===== src/rtl/hazard_scoreboard.sv =====
// Stall/forward unit for the MIPS pipeline. It keeps a per-stage scoreboard
// of pending GRF writes and a countdown for the multi-cycle HI/LO unit, and
// decides whether the D-stage instruction must stall or can take forwarded data.
module hazard_scoreboard #(
  parameter int DEPTH       = 3,
  parameter int REG_AW      = 5,
  parameter int TNEW_W      = 2,
  parameter int MULT_CYCLES = 5,
  parameter int DIV_CYCLES  = 10,
  parameter int CNT_W       = 4,
  parameter int SEL_W       = 2
) (
  input  logic              clk,
  input  logic              reset,
  input  logic              flush,
  input  logic [REG_AW-1:0] D_rs,
  input  logic [REG_AW-1:0] D_rt,
  input  logic [TNEW_W-1:0] D_rs_Tuse,
  input  logic [TNEW_W-1:0] D_rt_Tuse,
  input  logic [REG_AW-1:0] D_dst,
  input  logic              D_RegWrite,
  input  logic [TNEW_W-1:0] D_Tnew,
  input  logic              D_mdu_use,
  input  logic              D_mdu_start,
  input  logic              D_mdu_div,
  output logic              stall,
  output logic [SEL_W-1:0]  fwd_rs_sel,
  output logic [SEL_W-1:0]  fwd_rt_sel,
  output logic              mdu_busy
);

  // Scoreboard entries, index 1 is E, index DEPTH is the oldest tracked stage.
  logic [DEPTH:1]             ent_valid;
  logic [DEPTH:1][REG_AW-1:0] ent_dst;
  logic [DEPTH:1][TNEW_W-1:0] ent_tnew;
  logic [CNT_W-1:0]           cnt;

  logic              rs_hit;
  logic              rt_hit;
  logic [SEL_W-1:0]  rs_k;
  logic [SEL_W-1:0]  rt_k;
  logic [TNEW_W-1:0] rs_tnew;
  logic [TNEW_W-1:0] rt_tnew;
  logic              rs_stall;
  logic              rt_stall;
  logic              mdu_stall;

  // Find the youngest matching entry per operand; scanning oldest-first lets
  // younger matches overwrite older ones. Register $0 never matches.
  always_comb begin
    rs_hit  = 1'b0;
    rt_hit  = 1'b0;
    rs_k    = '0;
    rt_k    = '0;
    rs_tnew = '0;
    rt_tnew = '0;
    for (int k = DEPTH; k >= 1; k--) begin
      if ((D_rs != '0) && ent_valid[k] && (ent_dst[k] == D_rs)) begin
        rs_hit  = 1'b1;
        rs_k    = SEL_W'(k);
        rs_tnew = ent_tnew[k];
      end
      if ((D_rt != '0) && ent_valid[k] && (ent_dst[k] == D_rt)) begin
        rt_hit  = 1'b1;
        rt_k    = SEL_W'(k);
        rt_tnew = ent_tnew[k];
      end
    end
  end

  // Stall and forward decisions, purely combinational from state and D inputs.
  always_comb begin
    rs_stall   = rs_hit && (rs_tnew > D_rs_Tuse);
    rt_stall   = rt_hit && (rt_tnew > D_rt_Tuse);
    mdu_stall  = D_mdu_use && (cnt != '0);
    stall      = (rs_stall || rt_stall || mdu_stall) && !flush;
    fwd_rs_sel = (rs_hit && (rs_tnew == '0)) ? rs_k : '0;
    fwd_rt_sel = (rt_hit && (rt_tnew == '0)) ? rt_k : '0;
    mdu_busy   = (cnt != '0);
  end

  // Advance the scoreboard: flush clears it, a stall injects a bubble into E,
  // otherwise the D instruction enters E. Older entries age by one stage.
  always_ff @(posedge clk or negedge reset) begin
    if (!reset) begin
      ent_valid <= '0;
      ent_dst   <= '0;
      ent_tnew  <= '0;
    end else if (flush) begin
      ent_valid <= '0;
    end else begin
      if (stall) begin
        ent_valid[1] <= 1'b0;
        ent_dst[1]   <= '0;
        ent_tnew[1]  <= '0;
      end else begin
        ent_valid[1] <= D_RegWrite;
        ent_dst[1]   <= D_dst;
        ent_tnew[1]  <= D_Tnew;
      end
      for (int k = 2; k <= DEPTH; k++) begin
        ent_valid[k] <= ent_valid[k-1];
        ent_dst[k]   <= ent_dst[k-1];
        ent_tnew[k]  <= (ent_tnew[k-1] == '0) ? '0 : ent_tnew[k-1] - TNEW_W'(1);
      end
    end
  end

  // HI/LO busy countdown; an in-flight mult/div keeps counting through a flush.
  always_ff @(posedge clk or negedge reset) begin
    if (!reset) begin
      cnt <= '0;
    end else if (D_mdu_start && !stall && !flush) begin
      cnt <= D_mdu_div ? CNT_W'(DIV_CYCLES) : CNT_W'(MULT_CYCLES);
    end else if (cnt != '0) begin
      cnt <= cnt - CNT_W'(1);
    end
  end

endmodule


===== config.mk =====
export PLATFORM = sky130hd
export DESIGN_NAME = hazard_scoreboard
export DESIGN_NICKNAME = d
export VERILOG_FILES = /design/src/rtl/hazard_scoreboard.sv
export SDC_FILE = /design/constraint.sdc
export NUM_CORES = 1
export LEC_CHECK = 0
export ABC_AREA = 1
export CAP_MARGIN = 5
export CORE_UTILIZATION = 48
export DETAILED_ROUTE_END_ITERATION = 8
export PLACE_DENSITY = 0.81
export SKIP_LAST_GASP = 1
export SLEW_MARGIN = 15
export SYNTH_ARGS = -nofsm -noshare
export SYNTH_HDL_FRONTEND = slang
export SYNTH_SLANG_ARGS = --single-unit
export TNS_END_PERCENT = 1

===== constraint.sdc =====
create_clock -name clk -period 2.4 [get_ports clk]
set_clock_uncertainty 0.05 [all_clocks]
set_input_delay 0.36 -clock clk [delete_from_list [all_inputs] [get_ports clk]]
set_output_delay 0.36 -clock clk [all_outputs]
set_load 0.03 [all_outputs]

==> metrics, run 1 <==
final worst slack=-0.603 ns; Final period util=1.25; number of core rows=23; post-synthesis mux area share=0; Routed Antenna Nets=0; failing checks=negative setup slack; Syn. warnings=0; Slew @ Worst Pin=0.366 ns; commonest non-fill, non-tap cells in the layout=nand2_1 (98), buf_4 (57), inv_1 (36), dfrtp_1 (28), o21ai_0 (20); CP arrival=2.59 ns; most common cell after layout, fill and taps aside=nand2_1; CP Max Fanout=4; total power=1.61 mW; Setup WS pre-CTS=-0.819 ns; Root Driver=clkbuf_8; Initial Util=0.502; layout cells sized above 1=0.295; Post-Syn Nets=335; largest net degree at the start of global routing=29; Worst-path clk slew=0.10 ns; # port buffers=33; # IOs=34; grt total ovfl=0; H-tree levels=1; post-route DRC violation count=0; syn avg cell area=6.72 sq um; Mapped Area=0.00202 sq mm; final setup fails=16; Pre-Repair DR Iteration Count=4; Clock Path Buffers=2; clock latency on the worst-skew pair=0.28 ns; Fin. Hold Viols=0; Max-slew headroom=0.756; Vias=2,224; Synth cell types=30; die area=0.00448 sq mm; first-pass GRT wire length=9070 microns; detailed placer's ending HPWL=3940 microns; wire per inst=13.0 microns; sequential-to-total area share from yosys stat=0.347; final-stage net count=422; Core Footprint=0.00403 sq mm; max cap viols=0; compound-gate portion of the synthesized area=0.119; fraction of the mapped netlist area in adder cells=0.0371; Area growth syn-to-layout=45.0%; WL final=5670 microns; worst IR drop on VDD=0.000449 V; pwr dens=550 mW/mm^2; die height=66.9 microns; Core Util, Final=0.728; Setup CP Type=flip-flop to output pin; max-slew violations=0; xor and xnor fraction of the mapped netlist area=0.0390; main combinational cell family by area after synthesis=simple AND/OR/NAND/NOR gates; hold_buf cts=0; total CTS buffers=3; vias per cell=5.09; Num Clock Sinks=28; RSZ-0062 raised after global routing=true; worst hold path type=input pin to async pin; leakage=1.52 nW; CTS tree=built; Iteration-0 DRC Markers=95; minimum clock period after layout=3.00 ns; Syn Inst Count=301; initial antenna violation count=0; Critical path origin=ent_dst[8]; Synth Area in Simple Gates=0.350; Antenna diodes=0; vias in the first global route=2,125; die width=66.9 microns; Critical Path Source Type=flip-flop; Fillers=312; CP required=1.99 ns; GP Congestion=0.926; run status=finished with violations; Worst R2R Start=ent_dst[8]; highest clock rate=333 MHz; GRT Resource Usage Total=0.269; Synth Register Bits=28; Critical Path End Type=output pin
[Yosys cell counts]
| cell | count | area share |
|---|---|---|
| nor2_2 | 5 | 0.015 |
| a21oi_2 | 1 | 0.0043 |
| nand3_1 | 17 | 0.042 |
| o21ai_2 | 1 | 0.0043 |
| nand3_4 | 1 | 0.0087 |
| o211ai_1 | 1 | 0.0037 |
| o22ai_1 | 4 | 0.012 |
| nand4_1 | 4 | 0.012 |
| o22ai_2 | 1 | 0.0062 |
| o21ai_1 | 1 | 0.0025 |
| nand2_4 | 3 | 0.017 |
| xor2_1 | 2 | 0.0087 |
| nand2_1 | 99 | 0.18 |
| o21bai_1 | 1 | 0.0037 |
| xnor2_1 | 7 | 0.030 |
| buf_2 | 1 | 0.0025 |
| and2_1 | 1 | 0.0031 |
| ha_1 | 6 | 0.037 |
| nor2_1 | 19 | 0.035 |
| dfrtp_1 | 28 | 0.35 |
| inv_2 | 9 | 0.017 |
| nor3_1 | 1 | 0.0025 |
| nand3_2 | 2 | 0.0099 |
| nand2_2 | 3 | 0.0093 |
| inv_1 | 42 | 0.078 |
| nor2_4 | 2 | 0.011 |
| o21ai_0 | 22 | 0.054 |
| clkinv_1 | 3 | 0.0056 |
| a21oi_1 | 11 | 0.027 |
| clkbuf_1 | 3 | 0.0056 |
[worst paths after layout]
path	end	slack [ns]	depth (start not counted)
max in group asynchronous	ent_dst[2]	1.64	2
worst max register to register	ent_dst[1]	-0.35	19
worst min-delay path	ent_dst[9]	0.39	2
worst max-delay path	stall	-0.60	17
worst min register to register	ent_tnew[4]	0.48	1
min in group clk	ent_tnew[4]	0.48	1
[power breakdown]
part / switching (mW) / internal, mW
Sequential: 0.0788 / 0.554
Combinational: 0.320 / 0.278
Clock: 0.157 / 0.224
Total: 0.556 / 1.06
[kinds of logic after synthesis]
kind of cell | Yosys count
compound gates | 43
xor+xnor | 9
fa+ha+maj | 6
buf+inv | 58
flops | 28
simple gates | 157
[routing by layer]
layer | up-vias | GRT usage | wire length, microns
met3 | 8 | 0.0223 | 218
met2 | 69 | 0.505 | 2960
met4 | 0 | 0.0638 | 70
li1 | 1110 | - | -
met1 | 1037 | 0.325 | 2430
met5 | - | 0 | 0
[timing repair]
action	in CTS	in global routing
gates resized for setup	24	7
gates cloned	0	0
setup endpoints to repair	17	17
pin swaps	18	8
buffers inserted	16	6
[metrics by stage]
stage	setup TNS, ns	instances	hold slack, ns	instance area (sq um)
after floorplan	-0.0688	301	0.0144	2060
after global placement	-8.90	411	0.450	2650
after detailed placement	-9.63	411	0.452	2650
after CTS	-3.23	431	0.410	2880
after global routing	-8.32	437	0.433	2930
final	-5.00	437	0.392	2930
[worst max-delay path, stage by stage, from the launching register on]
cell        delay (ns)
dfrtp_1           0.43
inv_2             0.08
a21oi_2           0.13
nand2_1           0.08
nor2_2            0.13
nand2_2           0.10
nand3_2           0.10
o21bai_1          0.08
o21ai_1           0.12
inv_1             0.10
ha_4              0.29
a21oi_2           0.05
a21oi_2           0.15
nand2_2           0.10
nand3_4           0.10
nand2_4           0.06
clkinvlp_4        0.08
buf_6             0.12
[flip-flops by register name, indices dropped and copies added (netlist names)]
| signal | cells |
|---|---|
| cnt | 4 |
| ent_tnew | 6 |
| ent_valid | 3 |
| ent_dst | 15 |
[area by class of cell]
cell class / instances / area, sq um / share of cell area
clock buffer: 3 / 41.3 / 0.0141
clock inverter: 1 / 30.0 / 0.0102
inverter: 54 / 206 / 0.0704
multi-input combinational: 215 / 1180 / 0.404
sequential: 28 / 701 / 0.239
tap: 50 / 62.6 / 0.0213
timing repair buffer: 86 / 706 / 0.241
Power figures use the tool's default switching activity.
==> run 2: changes to the inputs <==
Settings changed: CORE_MARGIN set to 10, CTS_CLUSTER_SIZE set to 20, GPL_TIMING_DRIVEN set to 1.
==> run 2 against run 1 <==
The run still ends with negative setup slack left. Hold slack better by 0.0097 ns. Via count is 2.3% lower. Non-clock buffer count shrank 3. Sequential power about the same. Critical path type unchanged. Largest power group unchanged.
==> metrics, run 2 (synthesis gave the netlist of run 1 again) <==
Num Clock Sinks=28 (unchanged); Initial Util=0.502 (unchanged); layout cells sized above 1=0.295 (+0.000466); clock latency on the worst-skew pair=0.28 ns (about the same); largest net degree at the start of global routing=29 (unchanged); GP Congestion=0.884 (-4.6%); # port buffers=33 (unchanged); CP arrival=2.52 ns (-0.07 ns); Final period util=1.22 (-0.0290); total power=1.47 mW (-8.8%); global-route track usage on met3=0.0249 (+0.00260); max cap viols=0 (unchanged); final worst slack=-0.534 ns (+0.0696 ns); most common cell after layout, fill and taps aside=nand2_1; CP required=1.99 ns (about the same); GRT Resource Usage Total=0.158 (-0.111); Flop pwr share=0.431 (+0.038); max reg flops=15 (unchanged); Routed Antenna Nets=0 (unchanged); Slew @ Worst Pin=0.366 ns (-0.000166 ns); Psw=0.538 mW (-3.1%); highest clock rate=341 MHz (+2.4%); minimum clock period after layout=2.93 ns (-0.0696 ns); final non-filler cell total=433 (-0.92%); CTS tree=built; Int Pwr=0.931 mW (-12%); Core Footprint=0.00403 sq mm (unchanged); WP buf/inv=10 (+6); RSZ-0062 raised after global routing=true; commonest non-fill, non-tap cells in the layout=nand2_1 (97), buf_4 (53), inv_1 (36), dfrtp_1 (28), o21ai_0 (20); Worst-path clk slew=0.10 ns (about the same); Antenna diodes=0 (unchanged); grt total ovfl=0 (unchanged); Setup CP Type=flip-flop to output pin; Pre-Repair DR Iteration Count=4 (unchanged); Clock Path Buffers=2 (unchanged); number of core rows=23 (unchanged); Critical Path End Type=output pin; cell family with most CP delay=buffers and inverters; Vias=2,172 (-2.3%); DP Cell Count=410 (-0.24%); max-slew violations=0 (unchanged); met2 GRT Util=0.290 (-0.215); grt peak-use layer=met2; Iteration-0 DRC Markers=144 (+52%); clock power share=0.179 (-0.057); run status=finished with violations; worst hold path type=input pin to async pin; Root Driver=clkbuf_8; FF-to-FF End=cnt[0]; total CTS buffers=3 (unchanged); Largest Register=ent_dst; worst IR drop on VDD=0.000359 V (-20%); final setup fails=14 (-2); Reg2Reg Depth=19 (unchanged); WL final=5790 microns (+2.0%); Area growth syn-to-layout=44.0%; initial antenna violation count=0 (unchanged); die area=0.00721 sq mm (+61%); Fin. Hold Viols=0 (unchanged); Worst path most repeated cell=buf_4; critical path, cell by cell=inv_1 -> nand2_1 -> nand4_1 -> nor2_2 -> nand2_2 -> buf_4 -> buf_4 -> buf_4 -> buf_4 -> buf_4 -> buf_4 -> buf_4 -> nand3_2 -> nand2_4 -> nand3_4 -> nand2_4 -> clkinvlp_4 -> buf_6; H-tree levels=1 (unchanged); vias per cell=5.02 (-1.4%); hold slack=0.402 ns (+0.00973 ns); wire per inst=13.4 microns (+3.0%); Critical Path Source Type=flip-flop; die width=84.9 microns (+27%); Net Sw Frac=0.367 (+0.0216); slowest stage delay, CP=0.42 ns (about the same); Largest regs=ent_dst (15), ent_tnew (6), cnt (4); Max-slew headroom=0.756 (about the same); hold_buf cts=0 (unchanged); pwr dens=505 mW/mm^2 (-8.2%); # IOs=34 (unchanged); post-route DRC violation count=0 (unchanged); failing checks=negative setup slack; final-stage net count=419 (-0.71%); Gate power share=0.390 (+0.019); die height=84.9 microns (+27%); detailed placer's ending HPWL=4110 microns (+4.4%); GR Layer Usage met1=0.180 (-0.145); r2r setup slk=-0.36 ns (about the same); first-pass GRT wire length=9740 microns (+7.3%); leakage=1.51 nW (-1.0%); vias in the first global route=2,199 (+3.5%); master of the slowest instance on the critical path=dfrtp_1; CP Max Fanout=4 (unchanged); Worst R2R Start=ent_dst[7]
-- run 2: changes by cell type in the layout (fill, tap and decap cells not counted), sizes merged --
| cell | before | now |
|---|---|---|
| buf | 58 | 55 |
| dlygate4sd2 | 7 | 9 |
| bufinv | 1 | 0 |
| clkbuf | 4 | 3 |
| clkdlybuf4s15 | 2 | 1 |
-- run 2: routing by layer --
| layer | wire (microns) | vias up |
|---|---|---|
| li1 | - | 1101 |
| met5 | 0 | - |
| met4 | 130 | 0 |
| met3 | 200 | 15 |
| met1 | 2420 | 995 |
| met2 | 3030 | 61 |
-- run 2: power groups by stage --
stage	clock, mW	combinational [mW]	sequential (mW)
floorplan	0	0.358	0.617
global placement	0	0.528	0.634
detailed placement	0	0.541	0.640
CTS	0.265	0.563	0.631
global route	0.287	0.652	0.642
finish	0.264	0.572	0.633
-- run 2: worst max-delay path by stage --
stage                startpoint  endpoint  slack, ns  cells past startpoint
finish               ent_dst[7]     stall      -0.53                     18
global route            D_rs[3]     stall      -0.71                     18
CTS                 ent_dst[14]     stall      -0.50                     17
detailed placement      D_rs[3]     stall      -0.79                     20
global placement        D_rs[3]     stall      -0.79                     20
floorplan            ent_dst[1]     stall      -0.07                     18
-- run 2: metrics by stage --
step,TNS [ns],setup slack (ns),utilization,area [sq um]
floorplan,-0.0688,-0.0688,-,2060
global placement,-8.77,-0.785,0.657,2650
finish,-4.50,-0.534,0.723,2910
CTS,-3.89,-0.499,0.706,2850
detailed placement,-9.07,-0.791,0.657,2650
global route,-7.28,-0.711,0.723,2910
-- run 2: area by class of cell --
cell class	instances	area (sq um)
Fill cell	318	1120
Sequential cell	28	701
Timing Repair Buffer	83	689
Clock buffer	3	41.3
Multi-Input combinational cell	215	1210
Inverter	54	206
Tap cell	50	62.6
-- run 2: repair_timing --
action | in CTS | in global routing
gates resized for setup | 20 | 14
pin swaps | 15 | 6
setup buffers | 17 | 3
endpoints found under the setup margin | 17 | 17
==> run 3: changes to the inputs <==
Settings changed: CAP_MARGIN 5 to 0, GPL_TIMING_DRIVEN 1 to 0, SETUP_SLACK_MARGIN set to 0.05.
==> run 3 against run 2 <==
Sequential share of layout area grew 2.3 points. Largest cell class unchanged. Non-clock buffer count shrank 30. The flow still finishes with violations (negative setup slack). Highest routed layer unchanged. First-iteration DRC count grew 0.69%. Final cell count shrank 6.9%. Hold slack lost 0.36 ns. Critical path type unchanged. Flip-flop and latch count is the same. Total power shrank 3.1%. Clock power shrank 2%. Count of clock-buffer cells in the layout is the same. Via count shrank 4.0%.
==> metrics, run 3 (synthesis gave the netlist of run 1 again) <==
run status=finished with violations; failing checks=negative setup slack; die width=84.9 microns (unchanged); final worst slack=-0.492 ns (+0.0414 ns); Routed Antenna Nets=0 (unchanged); hold slack=0.0401 ns (-0.362 ns); worst IR drop on VDD=0.000488 V (+36%); Iteration-0 DRC Markers=145 (+0.69%); RSZ-0062 raised after global routing=true; max-slew violations=0 (unchanged); total CTS buffers=3 (unchanged); Root Driver=clkbuf_8; largest net degree at the start of global routing=29 (unchanged); leakage=1.37 nW (-9.0%); minimum clock period after layout=2.89 ns (-0.0414 ns); Critical Path End Type=output pin; Setup TNS Final=-2.31 ns (+2.20 ns); vias per cell=5.18 (+3.2%); Pre-Repair DR Iteration Count=4 (unchanged); initial antenna violation count=0 (unchanged); Critical Path Source Type=flip-flop; slowest stage delay, CP=0.41 ns (about the same); H-tree levels=1 (unchanged); grt total ovfl=0 (unchanged); GP Congestion=0.915 (+3.5%); Core Footprint=0.00403 sq mm (unchanged); Setup CP Type=flip-flop to output pin; Num Clock Sinks=28 (unchanged); hold_buf cts=0 (unchanged); Antenna diodes=0 (unchanged); max cap viols=0 (unchanged); CP arrival=2.48 ns (-0.04 ns); clock latency on the worst-skew pair=0.28 ns (about the same); total power=1.42 mW (-3.1%); highest clock rate=346 MHz (+1.4%); Clock Path Buffers=2 (unchanged); cell family with most CP delay=simple AND/OR/NAND/NOR gates; Max-slew headroom=0.578 (-0.178); Setup WS pre-CTS=-1.47 ns (-0.677 ns); final setup fails=15 (+1); critical path, cell by cell=buf_4 -> nand2_1 -> nand3_1 -> nor2_1 -> nand2_2 -> o21ai_1 -> o21bai_1 -> o21ai_1 -> inv_1 -> ha_4 -> a21oi_2 -> a21oi_2 -> nand2_2 -> nand3_4 -> nand2_8 -> clkinvlp_4 -> buf_6; wire per inst=13.2 microns (-1.6%); Largest regs=ent_dst (15), ent_tnew (6), cnt (4); post-route DRC violation count=0 (unchanged); WP buf/inv=4 (-6); worst hold path type=input pin to async pin; die area=0.00721 sq mm (unchanged); vias in the first global route=2,115 (-3.8%); Final period util=1.21 (-0.0173); detailed placer's ending HPWL=4050 microns (-1.5%); commonest non-fill, non-tap cells in the layout=nand2_1 (97), inv_1 (34), dfrtp_1 (27), o21ai_0 (20), clkdlybuf4s50_1 (19); Vias=2,086 (-4.0%); Slew @ Worst Pin=0.633 ns (+0.267 ns); CP required=1.99 ns (about the same); max reg flops=15 (unchanged); # IOs=34 (unchanged); Worst-path clk slew=0.10 ns (about the same); final-stage net count=389 (-7.2%); CP Max Fanout=4 (unchanged); GRT Resource Usage Total=0.143 (-0.0143); layout cells sized above 1=0.212 (-0.0826); most common cell after layout, fill and taps aside=nand2_1; Largest Register=ent_dst; Core Util, Final=0.662 (-0.0609); master of the slowest instance on the critical path=dfrtp_1; number of core rows=23 (unchanged); first-pass GRT wire length=8960 microns (-7.9%); # port buffers=33 (unchanged); die height=84.9 microns (unchanged); WL final=5300 microns (-8.4%); Initial Util=0.502 (unchanged); CTS tree=built; Fin. Hold Viols=0 (unchanged); pwr dens=534 mW/mm^2 (+5.8%); Area growth syn-to-layout=31.9%
-- run 3: final cells by class --
| class | count | area (sq um) |
|---|---|---|
| plain buffers | 4 | 16.3 |
| clock buffers | 3 | 41.3 |
| fillers | 363 | 1360 |
| inverters | 54 | 209 |
| multi-input cells | 215 | 1190 |
| flip-flops and latches | 28 | 702 |
| well taps | 50 | 62.6 |
| repair buffers | 49 | 443 |
-- run 3: worst reg2reg max path, delay by kind of cell, from the launching register on --
family / cells / cell delay (ns)
flops: 1 / 0.41
simple gates: 9 / 0.77
buf+inv: 3 / 0.40
compound gates: 5 / 0.45
fa+ha+maj: 1 / 0.28
-- run 3: where the power goes --
part	leakage (nW)	internal (mW)	switching, mW	total [mW]
clock	0.0216	0.113	0.145	0.258
combinational	0.993	0.233	0.305	0.538
sequential	0.357	0.554	0.0736	0.628
total	1.37	0.900	0.524	1.42
-- run 3: final timing paths --
kind / start / end / slack, ns / cells after the start
max: ent_dst[5] / stall / -0.49 / 17
min: reset / ent_dst[8] / 0.04 / 1
max reg2reg: ent_dst[5] / ent_dst[1] / -0.11 / 18
min reg2reg: cnt[1] / cnt[1] / 0.47 / 2
max in group asynchronous: reset / ent_dst[6] / 1.81 / 1
min in group clk: cnt[1] / cnt[1] / 0.47 / 2
-- run 3: metal layers --
metal,global-route usage,vias up,part of all wire
met3,0.0277,9,0.052
met4,0.0419,0,0.015
met5,0,-,0
met2,0.255,47,0.50
met1,0.170,983,0.43
li1,-,1047,-
-- run 3: metrics by stage --
| step | std cells | area (sq um) |
|---|---|---|
| after global routing | 403 | 2670 |
| after floorplan | 301 | 2060 |
| after detailed placement | 384 | 2440 |
| after global placement | 384 | 2450 |
| final | 403 | 2670 |
| after CTS | 400 | 2600 |
-- run 3: timing repair --
item / 4_1_cts / 5_1_grt
pin swaps: 14 / 7
endpoints found under the setup margin: 17 / 17
gates resized for setup: 26 / 17
setup buffers: 13 / 3
